==> config.mk <==
export PLATFORM = sky130hd
export DESIGN_NAME = usb_nrzi_tx_serializer
export DESIGN_NICKNAME = d
export VERILOG_FILES = /design/src/rtl/usb_tx_pkg.sv /design/src/rtl/usb_bit_timer.sv /design/src/rtl/usb_nrzi_tx_serializer.sv
export SDC_FILE = /design/constraint.sdc
export NUM_CORES = 1
export LEC_CHECK = 0
export BUFFER_PORTS_ARGS = -buffer_cell sky130_fd_sc_hd__buf_2
export CORE_MARGIN = 2
export CORE_UTILIZATION = 57
export CTS_BUF_LIST = sky130_fd_sc_hd__clkbuf_8
export CTS_CLUSTER_DIAMETER = 100
export CTS_CLUSTER_SIZE = 28
export DETAILED_ROUTE_END_ITERATION = 8
export MAX_ROUTING_LAYER = met4
export PLACE_DENSITY = 0.77
export RECOVER_POWER = 25
export REMOVE_ABC_BUFFERS = 1
export SKIP_LAST_GASP = 1
export SYNTH_ARGS = -nofsm -noshare
export SYNTH_HDL_FRONTEND = slang
export SYNTH_HIERARCHICAL = 1
export SYNTH_SLANG_ARGS = --single-unit
==> constraint.sdc <==
create_clock -name clk -period 2.9 [get_ports clk]
set_input_delay 0.145 -clock clk [delete_from_list [all_inputs] [get_ports clk]]
set_output_delay 0.145 -clock clk [all_outputs]
set_load 0.005 [all_outputs]
==> src/rtl/usb_tx_pkg.sv <==
// usb_tx_pkg: shared states, line symbols, SYNC pattern and pin decoding for the USB transmitter
package usb_tx_pkg;
  typedef enum logic [2:0] {ST_IDLE, ST_SYNC, ST_DATA, ST_EOP_SE0, ST_EOP_J} state_t;
  typedef enum logic [1:0] {LINE_J, LINE_K, LINE_SE0} line_t;
  localparam logic [7:0] SYNC_BYTE = 8'h80;
  // returns {dplus, dminus}; low speed swaps which pin is high for J
  function automatic logic [1:0] line_pins(input line_t l, input logic low_speed);
    return l == LINE_SE0 ? 2'b00 : ((l == LINE_J) ^ low_speed) ? 2'b10 : 2'b01;
  endfunction
endpackage

==> src/rtl/usb_bit_timer.sv <==
// usb_bit_timer: bit-period counter with a one-cycle rollover flag
//   clk, rst       : clock, async active-high reset
//   clear          : restart the period at count 0 on the next cycle
//   rollover_flag  : high while the count sits at CLKS_PER_BIT-1 (the bit boundary)
module usb_bit_timer #(
  parameter int CLKS_PER_BIT = 8
) (
  input  logic clk,
  input  logic rst,
  input  logic clear,
  output logic rollover_flag
);
  localparam int W = CLKS_PER_BIT > 1 ? $clog2(CLKS_PER_BIT) : 1;
  localparam logic [W-1:0] LAST = W'(CLKS_PER_BIT - 1);
  logic [W-1:0] count;
  assign rollover_flag = count == LAST;
  always_ff @(posedge clk or posedge rst)
    if (rst) count <= '0;
    else count <= clear || rollover_flag ? '0 : count + 1'b1;
endmodule

==> src/rtl/usb_nrzi_tx_serializer.sv <==
// usb_nrzi_tx_serializer: USB LS/FS transmit encoder (SYNC, LSB-first serialize, bit stuffing, NRZI, EOP)
//   tx_data/tx_valid/tx_last/tx_ready : byte handshake from the packet builder
//   dplus/dminus/tx_oe                : registered pad drive and output enable
//   busy                              : a packet is in flight
//   underrun                          : one-cycle pulse when a non-last byte ends with no byte held
module usb_nrzi_tx_serializer
  import usb_tx_pkg::*;
#(
  parameter int CLKS_PER_BIT = 8,
  parameter int EOP_SE0_BITS = 2,
  parameter int STUFF_LEN    = 6,
  parameter bit LOW_SPEED    = 1
) (
  input  logic       clk,
  input  logic       rst,
  input  logic [7:0] tx_data,
  input  logic       tx_valid,
  input  logic       tx_last,
  output logic       tx_ready,
  output logic       dplus,
  output logic       dminus,
  output logic       tx_oe,
  output logic       busy,
  output logic       underrun
);
  localparam int OW = $clog2(STUFF_LEN + 1);
  localparam int EW = $clog2(EOP_SE0_BITS + 1);
  state_t state, state_n;
  line_t line, line_n;
  logic [7:0] hold_data, shreg;
  logic hold_last, hold_full, sh_last;
  logic [3:0] cnt;
  logic [OW-1:0] ones;
  logic [EW-1:0] eop_cnt;
  logic tick, accept, start, shifting, stuff_due, done, load, finish, send, sbit, se0_end, j_end;
  usb_bit_timer #(.CLKS_PER_BIT(CLKS_PER_BIT)) timer (.clk(clk), .rst(rst), .clear(start), .rollover_flag(tick));
  assign tx_ready = !hold_full && state inside {ST_IDLE, ST_SYNC, ST_DATA};
  assign accept = tx_valid && tx_ready;
  // a byte left in hold after the previous packet starts the next one
  assign start = state == ST_IDLE && (accept || hold_full);
  assign shifting = tick && state inside {ST_SYNC, ST_DATA};
  assign stuff_due = ones == OW'(STUFF_LEN);
  // cnt counts bits of the current byte already on the line; 8 means the byte is spent
  assign done = shifting && !stuff_due && cnt[3];
  assign load = done && !sh_last && hold_full;
  assign finish = done && !load;
  assign send = shifting && !finish;
  assign sbit = stuff_due ? 1'b0 : load ? hold_data[0] : shreg[cnt[2:0]];
  assign se0_end = tick && state == ST_EOP_SE0 && eop_cnt == EW'(EOP_SE0_BITS);
  assign j_end = tick && state == ST_EOP_J;
  assign underrun = finish && !sh_last;
  assign busy = state != ST_IDLE;
  assign line_n = start ? LINE_K : send ? (sbit ? line : line == LINE_J ? LINE_K : LINE_J) :
                  finish ? LINE_SE0 : se0_end ? LINE_J : line;
  assign state_n = start ? ST_SYNC : load ? ST_DATA : finish ? ST_EOP_SE0 : se0_end ? ST_EOP_J :
                   j_end ? ST_IDLE : state;
  always_ff @(posedge clk or posedge rst)
    if (rst) begin
      state <= ST_IDLE;
      line <= LINE_J;
      {dplus, dminus} <= line_pins(LINE_J, LOW_SPEED);
      tx_oe <= 1'b0;
      hold_data <= '0;
      hold_last <= 1'b0;
      hold_full <= 1'b0;
      shreg <= '0;
      sh_last <= 1'b0;
      cnt <= '0;
      ones <= '0;
      eop_cnt <= '0;
    end else begin
      state <= state_n;
      line <= line_n;
      {dplus, dminus} <= line_pins(line_n, LOW_SPEED);
      tx_oe <= start || (tx_oe && !j_end);
      hold_full <= accept || (hold_full && !load);
      if (accept) {hold_data, hold_last} <= {tx_data, tx_last};
      shreg <= start ? SYNC_BYTE : load ? hold_data : shreg;
      sh_last <= start ? 1'b0 : load ? hold_last : sh_last;
      cnt <= start || load ? 4'd1 : send && !stuff_due ? cnt + 4'd1 : cnt;
      ones <= start ? '0 : send ? (sbit ? ones + 1'b1 : '0) : ones;
      eop_cnt <= finish ? EW'(1) : tick && state == ST_EOP_SE0 ? eop_cnt + 1'b1 : eop_cnt;
    end
endmodule
==> summary.md <==
| Metric | Value |
|---|---|
| CP Max Fanout | `11` |
| Ys async rst share | `100.0%` |
| Slew headroom | `-22.69%` |
| Post-CTS Setup Inserts | `0` |
| Most common cell after layout, fill and taps aside | `dfrtp_1` |
| Crit path kind | `reg -> reg` |
| Via/cell ratio | `5.590` |
| Yosys cell types | `39` |
| Syn_area_per_cell | `11.38 um^2` |
| Seq cells post-synth | `38` |
| Synth area leaders | `dfrtp_1 50%, mux2_2 5.4%, mux2i_1 4.8%` |
| Initial Util | `60.61%` |
| Yosys top cell area share | `49.63%` |
| EDFF count, synth | `0` |
| Place WS | `382.0 ps` |
| Routed length per instance | `14.32 um` |
| Core area | `0.003078 mm^2` |
| Post-Route WL | `roughly 3300 um` |
| Post-DP HPWL | `2299 um` |
| Static Leak | `1.038 nW` |
| CTS Buffer Depth | `2` |
| Sink Count | `38` |
| Global-route wire length before repair | `around 5500 um` |
| GRT Residual Overflow | `0` |
| CP endpoint kind | `register` |
| Antenna-violating nets left | `0` |
| CP Launch Type | `register` |
| Unrepaired setup endpoints after global routing | `false` |
| Area leader, netlist | `dfrtp_1` |
| Worst Reg-to-Reg Cells | `7` |
| Die W | `61.21 um` |
| Final Hold Vio Count | `0` |
| Synth-to-Final Area Change | `11.67%` |
| CTS Buf Count | `5` |
| Final worst path period need | `2542 ps` |
| Status | `complete, but fails checks` |
| Syn Inst Count | `164` |
| Max cap viols | `1` |
| Hold depth | `2` |
| Ant diodes | `0` |
| Crit. Startpoint | `ones[0]` |
| Main synth FF type | `dfrtp_1` |
| Site Rows | `20` |
| Root buf cell | `clkbuf_8` |
| Nets | `202` |
| Sequential area share after synthesis | `51.04%` |
| Clock transition at the registers of the reported paths | `80 ps` |
| Worst ir drop on vdd | `about 0.47 mV` |
| Commonest non-fill, non-tap cells in the layout | `37 x dfrtp_1, 17 x buf_2, 16 x nor2_1, 14 x nand2_1, 10 x inv_1` |
| Setup slack after layout | `358.3 ps` |
| CP Data Arrival Time | `between 2000 and 3000 ps` |
| F_max | `slightly below 0.4 GHz` |
| I/O Pins | `18` |
| 1st-iter DRT viols | `66` |
| Mapped cell area | `about 0.0019 mm^2` |
| Slew Limit Fails | `36` |
| Yosys warning count | `6` |
| Final Wtd Congestion | `0.8820` |
| Fillers | `250` |
| Largest net degree at the start of global routing | `36` |
| Vias in the first global route | `between 1000 and 1500` |
| DRC Markers | `0` |
| Gr usage total | `20.84%` |
| H-tree depth | `2` |
| R2R Path Start | `ones[0]` |
| First drt pass iteration count | `4` |
| R2R setup slack | `between 300 and 400 ps` |
| Failing checks | `capacitance limit, slew limit` |
| Worst Path Required | `3070 ps` |
| Power Density | `roughly 680 mW/mm^2` |
| Clock skew | `roughly 9.5 ps` |
| Via Count | `1280` |
| Initial antenna violation count | `0` |
| Hold_sp | `tx_data[2]` |
| Setup TNS | `0 ps` |
| Worst Tran Pin Value | `1840 ps` |
| Die Area | `0.003747 mm^2` |
| Chip Height | `just over 60 um` |
| CTS tree | `built` |
| Final worst path period share | `87.64%` |
| Final setup violation count | `0` |
| Port bufs | `17` |
| Layout cells sized above 1 | `~22%` |
| Worst min path class | `in -> reg` |
| Clk Latency, worst-skew pair | `290 ps` |
## worst max-delay path: stages, from the launching register on
cell and delay (ps):
dfrtp_1 390, inv_1 60, ha_1 210, and2_1 230, o311ai_1 970, nor2_1 230
xnor2_1 240, nand3_1 100
## registers in the layout, indices dropped and copies added (netlist names)
register	flops
hold_full	1
ones	3
eop_cnt	2
line	2
state	3
tx_oe	1
cnt	4
shreg	8
hold_last	1
sh_last	1
dminus	1
timer/count	3
hold_data	8
## synthesized netlist by cell type, drive strengths merged, types with 2 or more instances
cell type and count:
dfrtp 37, nor2 16, nand2 14, inv 10, mux2 10, mux2i 10, ha 6, a21oi 5
buf 5, o21ai 5, nand3 4, nor3b 4, nand4 3, nor3 3, or4 3, xnor2 3
a211oi 2, a21boi 2, a31oi 2, and2b 2, clkbuf 2, mux4 2, or4b 2
## power breakdown
group          switching [mW]  leakage [nW]  internal (mW)
combinational           0.163         0.503          0.160
sequential             0.0826         0.488          0.628
clock                   0.187        0.0472          0.191
total                   0.433          1.04          0.979
## kinds of logic (layout without fill, tap and decap cells)
family                   Yosys count  in the layout  synth area share [%]
AND/OR/NAND/NOR                   56             56                 16.23
flip-flops                        38             38                 51.04
multiplexers                      22             22                 15.09
AO/OA/AOI/OAI                     21             21                 7.243
buffers and inverters             17             38                 4.092
adder cells (fa/ha/maj)            6              6                 4.024
XOR/XNOR                           4              4                 2.281
## routing by layer
layer	vias to the layer above	routed length, um	GRT usage (%)
li1	618	-	-
met1	626	1418	25.73
met2	34	1703	33.13
met3	2	139	6.303
met4	0	19	6.211
met5	-	0	-
## worst paths after layout
| kind | endpoint |
|---|---|
| worst max-delay path | cnt[0] |
| worst min-delay path | hold_data[2] |
| worst max register to register | cnt[0] |
| worst min register to register | timer/count[0] |
| max in group asynchronous | hold_last |
| min in group asynchronous | timer/count[1] |
## cell type report
class | count | area [um^2] | share of cell area, %
clock buffer | 6 | 82.58 | 3.964
clock inverter | 2 | 12.51 | 0.6006
inverter | 10 | 37.54 | 1.802
multi-input combinational | 109 | 837.1 | 40.18
sequential | 38 | 952.2 | 45.71
tap | 44 | 55.05 | 2.643
timing repair buffer | 20 | 106.4 | 5.105
## repair_timing
item | CTS | global route
hold buffers | 1 | 0
gates resized for setup | 0 | 0
endpoints found under the hold margin | 37 | 0
## metrics by stage
| stage | utilization (%) | hold slack (ps) | area [um^2] | power, mW | instances |
|---|---|---|---|---|---|
| 2_1_floorplan | - | -101.4 | 1827 | 0.9462 | 157 |
| 3_3_place_gp | 64.39 | 15.85 | 1982 | 1.016 | 220 |
| 3_5_place_dp | 64.39 | 29.36 | 1982 | 1.042 | 220 |
| 4_1_cts | 67.80 | 73.34 | 2087 | 1.420 | 229 |
| 5_1_grt | 67.68 | 76.82 | 2083 | 1.496 | 229 |
| 6_report | 67.68 | 79.90 | 2083 | 1.412 | 229 |
No activity file was read; power rests on OpenSTA's default activity.
